**config.mk**
```make
export PLATFORM = sky130hd
export DESIGN_NAME = amstrad_mmu_restore
export DESIGN_NICKNAME = d
export VERILOG_FILES = /design/src/rtl/amstrad_pkg.sv /design/src/rtl/restore_timer.sv /design/src/rtl/amstrad_mmu_restore.sv
export SDC_FILE = /design/constraint.sdc
export NUM_CORES = 1
export LEC_CHECK = 0
export BUFFER_PORTS_ARGS = -buffer_cell sky130_fd_sc_hd__buf_4
export CAP_MARGIN = 20
export CORE_MARGIN = 4
export CORE_UTILIZATION = 49
export CTS_BUF_LIST = sky130_fd_sc_hd__clkbuf_4 sky130_fd_sc_hd__clkbuf_8
export DETAILED_ROUTE_END_ITERATION = 12
export PLACE_DENSITY = 0.82
export SLEW_MARGIN = 20
export SYNTH_ARGS = -nofsm -noshare
export SYNTH_HDL_FRONTEND = slang
export SYNTH_SLANG_ARGS = --single-unit
```
**constraint.sdc**
```tcl
create_clock -name CLK -period 1.77 [get_ports CLK]
set_clock_uncertainty 0.15 [all_clocks]
set_input_delay 0.354 -clock CLK [delete_from_list [all_inputs] [get_ports CLK]]
set_output_delay 0.354 -clock CLK [all_outputs]
set_load 0.005 [all_outputs]
```
**src/rtl/amstrad_pkg.sv**
```systemverilog
// Shared definitions for the Amstrad MMU configuration-restore sequencer:
// FSM state type, gate-array/ROM-select port addresses and write opcodes.
package amstrad_pkg;

    typedef enum logic [1:0] {
        IDLE,
        SETUP,
        STROBE,
        GAP
    } state_t;

    localparam logic [15:0] PORT_GA  = 16'h7F00;
    localparam logic [15:0] PORT_ROM = 16'hDF00;

    localparam logic [1:0] OP_RMR = 2'b10;
    localparam logic [1:0] OP_MMR = 2'b11;

    localparam logic [1:0] IDX_RMR = 2'd0;
    localparam logic [1:0] IDX_MMR = 2'd1;
    localparam logic [1:0] IDX_ROM = 2'd2;

    // RMR carries active-low ROM disables, hence the inversions.
    function automatic logic [7:0] rmr_byte(input logic upper_en,
                                            input logic lower_en,
                                            input logic [1:0] mode);
        return {OP_RMR, 2'b00, ~upper_en, ~lower_en, mode};
    endfunction

endpackage

```
**src/rtl/restore_timer.sv**
```systemverilog
// Loadable 4-bit down-counter with zero flag; times the STROBE and GAP phases.
module restore_timer (
    input  logic       CLK,
    input  logic       reset,
    input  logic       load,
    input  logic [3:0] load_val,
    output logic       zero
);

    logic [3:0] cnt;

    always_ff @(posedge CLK) begin
        if (reset)
            cnt <= '0;
        else if (load)
            cnt <= load_val;
        else if (cnt != '0)
            cnt <= cnt - 4'd1;
    end

    assign zero = (cnt == '0);

endmodule

```
**src/rtl/amstrad_mmu_restore.sv**
```systemverilog
// Replays a latched RMR / MMR / ROM-select configuration onto the I/O write bus.
// Optional MMR write enabled by defining MMU_RESTORE_MMR_EN.
module amstrad_mmu_restore
    import amstrad_pkg::*;
#(
    parameter int unsigned WR_HOLD = 2,
    parameter int unsigned WR_GAP  = 2
) (
    input  logic        CLK,
    input  logic        reset,
    input  logic        start,
    input  logic        ram64k,
    input  logic        cfg_lower_rom_en,
    input  logic        cfg_upper_rom_en,
    input  logic [1:0]  cfg_mode,
    input  logic [2:0]  cfg_ram_map,
    input  logic [2:0]  cfg_ram_page,
    input  logic [7:0]  cfg_rom_bank,
    output logic        io_WR,
    output logic [15:0] A,
    output logic [7:0]  D,
    output logic        busy,
    output logic        done
);

    localparam logic [3:0] HOLD_LD = 4'(WR_HOLD - 1);
    localparam logic [3:0] GAP_LD  = 4'(WR_GAP - 1);

    state_t     state, state_nx;
    logic [1:0] idx, idx_nx;
    logic       done_nx;
    logic       tmr_load;
    logic [3:0] tmr_val;
    logic       tmr_zero;
    logic       skip_mmr;

    logic       lat_lower, lat_upper;
    logic [1:0] lat_mode;
    logic [7:0] lat_rom;
`ifdef MMU_RESTORE_MMR_EN
    logic       lat_ram64k;
    logic [2:0] lat_map, lat_page;
`else
    logic       unused_cfg;
    assign unused_cfg = ^{ram64k, cfg_ram_map, cfg_ram_page};
`endif

    restore_timer u_timer (
        .CLK      (CLK),
        .reset    (reset),
        .load     (tmr_load),
        .load_val (tmr_val),
        .zero     (tmr_zero)
    );

    always_ff @(posedge CLK) begin
        if (reset) begin
            state     <= IDLE;
            idx       <= IDX_RMR;
            done      <= 1'b0;
            lat_lower <= 1'b0;
            lat_upper <= 1'b0;
            lat_mode  <= '0;
            lat_rom   <= '0;
`ifdef MMU_RESTORE_MMR_EN
            lat_ram64k <= 1'b0;
            lat_map    <= '0;
            lat_page   <= '0;
`endif
        end else begin
            state <= state_nx;
            idx   <= idx_nx;
            done  <= done_nx;
            if (state == IDLE && start) begin
                lat_lower <= cfg_lower_rom_en;
                lat_upper <= cfg_upper_rom_en;
                lat_mode  <= cfg_mode;
                lat_rom   <= cfg_rom_bank;
`ifdef MMU_RESTORE_MMR_EN
                lat_ram64k <= ram64k;
                lat_map    <= cfg_ram_map;
                lat_page   <= cfg_ram_page;
`endif
            end
        end
    end

`ifdef MMU_RESTORE_MMR_EN
    assign skip_mmr = lat_ram64k;
`else
    assign skip_mmr = 1'b1;
`endif

    always_comb begin
        state_nx = state;
        idx_nx   = idx;
        done_nx  = 1'b0;
        tmr_load = 1'b0;
        tmr_val  = '0;
        case (state)
            IDLE: begin
                if (start) begin
                    state_nx = SETUP;
                    idx_nx   = IDX_RMR;
                end
            end
            SETUP: begin
                state_nx = STROBE;
                tmr_load = 1'b1;
                tmr_val  = HOLD_LD;
            end
            STROBE: begin
                if (tmr_zero) begin
                    state_nx = GAP;
                    tmr_load = 1'b1;
                    tmr_val  = GAP_LD;
                end
            end
            GAP: begin
                if (tmr_zero) begin
                    if (idx == IDX_ROM) begin
                        state_nx = IDLE;
                        idx_nx   = IDX_RMR;
                        done_nx  = 1'b1;
                    end else begin
                        state_nx = SETUP;
                        idx_nx   = (idx == IDX_RMR && !skip_mmr) ? IDX_MMR : IDX_ROM;
                    end
                end
            end
            default: state_nx = IDLE;
        endcase
    end

    // Index only moves on SETUP entry, so A/D stay frozen through STROBE and GAP.
    always_comb begin
        A = '0;
        D = '0;
        if (state != IDLE) begin
            case (idx)
                IDX_RMR: begin
                    A = PORT_GA;
                    D = rmr_byte(lat_upper, lat_lower, lat_mode);
                end
`ifdef MMU_RESTORE_MMR_EN
                IDX_MMR: begin
                    A = PORT_GA;
                    D = {OP_MMR, lat_page, lat_map};
                end
`endif
                IDX_ROM: begin
                    A = PORT_ROM;
                    D = lat_rom;
                end
                default: begin
                    A = '0;
                    D = '0;
                end
            endcase
        end
    end

    assign io_WR = (state == STROBE);
    assign busy  = (state != IDLE);

endmodule
```
==> results of run 1 <==
## per-layer routing
metal	track usage	up-vias	wire length [um]
li1	-	524	-
met1	0.195	509	1080
met2	0.301	29	1420
met3	0.0276	9	104
met4	0.0814	0	74
met5	0	-	0
## worst min-delay path, delay by kind of cell
kind            cells  cell delay [ns]
simple gates        1             0.04
compound gates      1             0.05
buf+inv             1             0.11
## kinds of logic (layout without fill, tap and decap cells)
logic type / count (synthesis) / count (layout) / share of synthesized area
fa+ha+maj: 5 / 5 / 0.0545
other cells: 1 / 8 / 0.00327
compound gates: 29 / 29 / 0.157
mux: 3 / 3 / 0.0262
simple gates: 61 / 61 / 0.260
xor+xnor: 1 / 1 / 0.00763
buf+inv: 27 / 52 / 0.143
flops: 20 / 20 / 0.349
## cell type report
class | instances | area share
multi-input combinational | 107 | 0.437
tap | 28 | 0.0232
timing repair buffer | 42 | 0.220
sequential | 20 | 0.270
inverter | 6 | 0.0149
clock buffer | 3 | 0.0149
clock inverter | 1 | 0.0199
## worst paths after layout
path | slack [ns] | endpoint | cells past startpoint | start
max reg2reg | 0.11 | state[0] | 5 | u_timer.cnt[0]
min reg2reg | 0.31 | lat_lower | 2 | lat_lower
max | -0.04 | D[2] | 5 | idx[1]
min | 0.12 | lat_rom[7] | 3 | cfg_rom_bank[7]
## report_power, final
group | total [W] | switching, W | leakage [nW] | internal, W
Clock | 0.000381 | 0.000152 | 0.0279 | 0.000229
Sequential | 0.000631 | 0.0000752 | 0.166 | 0.000556
Combinational | 0.00127 | 0.000608 | 0.470 | 0.000666
## what timing repair did
item	4_1_cts	5_1_grt
resized for setup	16	5
setup endpoints to repair	17	18
buffers inserted	2	0
pin swaps	5	2
## per-stage QoR
stage	hold WS, ns	instances	total power [W]	setup slack [ns]
after global placement	0.291	201	0.00173	0.107
after floorplan	0.282	154	0.00142	0.0223
final	0.123	207	0.00229	-0.0439
after detailed placement	0.296	201	0.00177	0.0767
after global routing	0.125	207	0.00246	-0.0959
after CTS	0.125	207	0.00224	-0.0201
## synthesized netlist by cell type, drive strengths merged (2+ instances only)
cell type	instances	area share
nand2	28	0.092
dfxtp	20	0.35
a21oi	18	0.079
buf	18	0.11
nor2	11	0.036
nor2b	7	0.038
inv	6	0.020
ha	5	0.055
and2	4	0.022
clkbuf	3	0.0098
mux2i	3	0.026
nand2b	3	0.016
a211oi	2	0.017
a31oi	2	0.011
o21ai	2	0.0087
## registers in the layout (all words and copies together), names as in the netlist
name         count
idx              1
lat_upper        1
lat_mode         2
lat_lower        1
state            2
u_timer.cnt      4
done             1
lat_rom          8
==> flow_summary.yaml, run 1 <==
worst_setup_path:
  worst-endpoint-required_ns: 1.27
  start_kind: "flop"
  timing.critical_path.buf_inv: 2
  criticalPathCategory: "flop to output port"
  cpMaxStageDelayCell: "sky130_fd_sc_hd__dfxtp_4"
  path_delay_family: "flip-flops"
  arrival_ns: 1.31
  cp_max_fo: 7
  end_kind: "output port"
  critical-path-max-stage-delay_ns: 0.43
  worstPathCellList: "buf_4 -> nor2_1 -> a21oi_1 -> nor2_2 -> buf_4"
  worst_path_most_repeated_cell: "sky130_fd_sc_hd__buf_4"
status:
  run_status: "complete, but fails checks"
  failed_checks: "negative setup slack"
global_routing:
  grt_first_pass_wirelength_um: 4280
  grt_antenna_before_repair: 0
  global_route.usage.total: 0.169
  grt_start_max_net_pins: 22
  globalRoute.totalOverflow: 0
  grt_pass1_vias: 995
cts:
  cts.clk_slew.worst_paths_ns: 0.13
  ctsHoldBuffers: 0
  cts_tree: "built"
  clock_sink_count: 20
  source_to_sink_clock_delay_at_the_later_pin_of_the_worst_skew_pair_ns: 0.32
  cts_root_buffer: "sky130_fd_sc_hd__clkbuf_4"
  ctsHtreeMaxLevel: 1
  cts.path.max_buffers: 2
  cts_buffers: 3
timing:
  timing.final.crit_period_ns: 1.81
  count_of_final_hold_check_violations: 0
  layout_worst_path_cycle_share: 1.02
  worst_setup_slack_after_layout_ns: -0.0439
  timing.final.max_slew_violations: 0
  timing.fmax_ghz: 0.551
  rsz_0062_raised_after_global_routing: "yes"
  setup_violations: 8
  timing.setup.tns_ns: -0.0972
power:
  power_dens_cells_nw_per_um2: 1520
  power.leakage_nw: 0.663
  peakVddDrop_v: 0.000998
floorplan:
  chipWidth_um: 56.4
  core-area_sq_um: 2210
  fp.dieH_um: 56.4
  dieArea_sq_um: 3180
  placementRows: 17
  initial_core_util: 0.519
  top_level_i_o_count: 49
cells_and_area:
  final_util: 0.682
  antenna_cells_inserted: 0
  post-route-cell-area_sq_um: 1510
  drive_gt1_frac: 0.369
  multiInputGateArea_sq_um: 659
  most_frequent_cells_in_the_layout: "sky130_fd_sc_hd__buf_4, sky130_fd_sc_hd__nand2_1, sky130_fd_sc_hd__a21oi_1, sky130_fd_sc_hd__dfxtp_1, sky130_fd_sc_hd__conb_1"
  layout.nets: 207
  final.fill_count: 182
  seqCellArea_sq_um: 407
  leading_cell_type_in_the_layout_fill_and_taps_excluded: "sky130_fd_sc_hd__buf_4"
  flow.area_growth_from_synthesis_pct: 31.4
yosys:
  ys.warnings.count: 0
  synth-seq-cells: 20
  synth_enable_flop_cells: 0
  async_flop_share: 0
  avgSynthCellArea_sq_um: 7.81
  synth_cell_type_count: 34
  synth_seq_area_share: 0.349
  synthCells: 147
  syn-cell-area_sq_um: 1150
  synth_flop_cell: "sky130_fd_sc_hd__dfxtp_1"
routing:
  viasPerCell: 5.17
  dr_total_vias: 1071
  ant_nets: 0
  wl_per_cell_um: 13.0
  detailedRoute.firstPassIterationCount: 4
  drt_iter0_markers: 19
  drc_errors: 0
  route.final.wire_length_um: 2680
job:
  max_cap_violations: 0
placement:
  post-dp-hpwl_um: 1970
  place_area_sq_um: 1380
  gp_congestion: 0.761
  io_buffers: 33
hold_path:
  hold_path_class: "primary input to flop"
(Power assumes the default switching activity.)
==> run 2: changes to the inputs <==
- clock period: 1.77 -> 1.9 ns (I/O delays scaled with it)
==> run 2 against run 1 <==
The run now ends clean. Total power shrank 19%. Cell count shrank 1.9%. Clock-buffer cell count is the same. First-iteration DRC count grew 5.3%. Highest routed layer unchanged. Hold slack gained 0.038 ns. Non-clock buffer count shrank 3. Critical endpoint is now D[0]. Critical path depth is the same. Via count shrank 5.6%. Clock power shrank 46%. Die area is the same. Worst setup slack gained 0.095 ns. Sequential power shrank 6.8%.
==> flow_summary.yaml, run 2 (synthesized netlist as in run 1, its figures left out) <==
global_routing:
  grt_pass1_vias: 943
  grt_first_pass_wirelength_um: 3950
  grt_antenna_before_repair: 0
  global_route.usage.total: 0.153
  grt_start_max_net_pins: 22
  globalRoute.totalOverflow: 0
routing:
  detailedRoute.firstPassIterationCount: 4
  ant_nets: 0
  wl_per_cell_um: 11.9
  dr_total_vias: 1011
  drc_errors: 0
  drt_iter0_markers: 20
  route.final.wire_length_um: 2410
  viasPerCell: 4.98
floorplan:
  placementRows: 17
  top_level_i_o_count: 49
  dieArea_sq_um: 3180
  chipWidth_um: 56.4
  fp.dieH_um: 56.4
  initial_core_util: 0.519
  core-area_sq_um: 2210
placement:
  post_place_setup_slack_ns: 0.0841
  io_buffers: 33
  gp_congestion: 0.788
  post-dp-hpwl_um: 1870
power:
  p_clk_frac: 0.111
  totalPowerFinal_w: 0.00186
  power_dens_cells_nw_per_um2: 1320
  peakVddDrop_v: 0.000959
  share_seq_of_total_power: 0.316
  power.share.combinational: 0.573
  cellInternalPower_w: 0.00114
  power.leakage_nw: 0.631
  netSwitchingFraction: 0.389
  psw_w: 0.000724
cells_and_area:
  most_frequent_cells_in_the_layout: "sky130_fd_sc_hd__buf_4, sky130_fd_sc_hd__nand2_1, sky130_fd_sc_hd__a21oi_1"
  leading_cell_type_in_the_layout_fill_and_taps_excluded: "sky130_fd_sc_hd__buf_4"
  flow.area_growth_from_synthesis_pct: 23.0
  max_flop_register: "lat_rom"
  largest_registers: "lat_rom x8, u_timer.cnt x4"
  drive_gt1_frac: 0.303
  number_of_flip_flops_in_the_largest_register: 8
  antenna_cells_inserted: 0
  layout.nets: 204
hold_path:
  hold_path.startpoint: "cfg_mode[0]"
  hold_path_class: "primary input to flop"
cts:
  cts.path.max_buffers: 2
  cts_buffers: 3
  clock_sink_count: 20
  source_to_sink_clock_delay_at_the_later_pin_of_the_worst_skew_pair_ns: 0.30
  ctsHtreeMaxLevel: 1
  cts_root_buffer: "sky130_fd_sc_hd__clkbuf_4"
  cts.clk_slew.worst_paths_ns: 0.11
  cts_tree: "built"
worst_setup_path:
  r2r-start: "u_timer.cnt[0]"
  start_kind: "flop"
  criticalPathCategory: "flop to output port"
  cp_max_fo: 8
  worst-endpoint-required_ns: 1.37
  end_kind: "output port"
  setup.worst_path.start: "state[1]"
  arrival_ns: 1.32
timing:
  timing.final.max_slew_violations: 0
  timing.final.crit_period_ns: 1.85
  timing.fmax_ghz: 0.541
  setup_violations: 0
  worst_setup_slack_after_layout_ns: 0.0508
  layout_worst_path_cycle_share: 0.973
  timing.setup.tns_ns: 0
  count_of_final_hold_check_violations: 0
  rsz_0062_raised_after_global_routing: "no"
status:
  run_status: "finished, final reports clean"
job:
  max_cap_violations: 0
## run 2: changes by cell type in the layout (fill, tap and decap cells not counted), sizes merged
cell	change
buf	-3
bufinv	-1
## run 2: path summary, 6_finish.rpt
kind | end | slack [ns] | cells after the start
setup / recovery | D[0] | 0.05 | 5
hold / removal | lat_mode[0] | 0.16 | 3
setup reg to reg | state[0] | 0.13 | 5
hold reg to reg | lat_mode[0] | 0.31 | 2
## run 2: power groups by stage
| stage | logic, W | clock network [W] | registers [W] |
|---|---|---|---|
| final | 0.00107 | 0.000207 | 0.000588 |
| after global routing | 0.00118 | 0.000225 | 0.000601 |
| after global placement | 0.000955 | 0 | 0.000587 |
| after floorplan | 0.000741 | 0 | 0.000582 |
| after CTS | 0.00105 | 0.000206 | 0.000584 |
| after detailed placement | 0.000985 | 0 | 0.000596 |
## run 2: routing by layer
metal,wire length (um),vias up,share of wire,track usage
met1,1030,464,0.43,0.171
met2,1230,28,0.51,0.287
li1,-,517,-,-
met3,125,2,0.052,0.0253
met4,23,0,0.0095,0.0508
met5,0,-,0,0
## run 2: what timing repair did
item / 4_1_cts / 5_1_grt
setup endpoints to repair: 17 / 15
buffers inserted: 1 / 1
hold buffers: 0 / 0
gates resized for setup: 5 / 5
pin swaps: 0 / 1
## run 2: metrics by stage
step | util | hold WS [ns] | cells | instance area, sq um
5_1_grt | 0.638 | 0.166 | 203 | 1410
4_1_cts | 0.630 | 0.163 | 202 | 1390
6_report | 0.638 | 0.161 | 203 | 1410
3_3_place_gp | 0.608 | 0.291 | 198 | 1350
2_1_floorplan | - | 0.282 | 154 | 1170
3_5_place_dp | 0.608 | 0.300 | 198 | 1350
## run 2: critical path: stages, from the launching register on
cell                      delay (ns)
sky130_fd_sc_hd__dfxtp_2        0.34
sky130_fd_sc_hd__inv_1          0.08
sky130_fd_sc_hd__ha_4           0.19
sky130_fd_sc_hd__buf_4          0.17
sky130_fd_sc_hd__nor2_1         0.12
sky130_fd_sc_hd__buf_4          0.12
## run 2: final cells by class
type,instances,area (sq um)
timing repair buffer,39,293
clock buffer,3,22.5
inverter,6,22.5
tap,28,35.0
sequential,20,407
multi-input combinational,107,632
fill,208,801
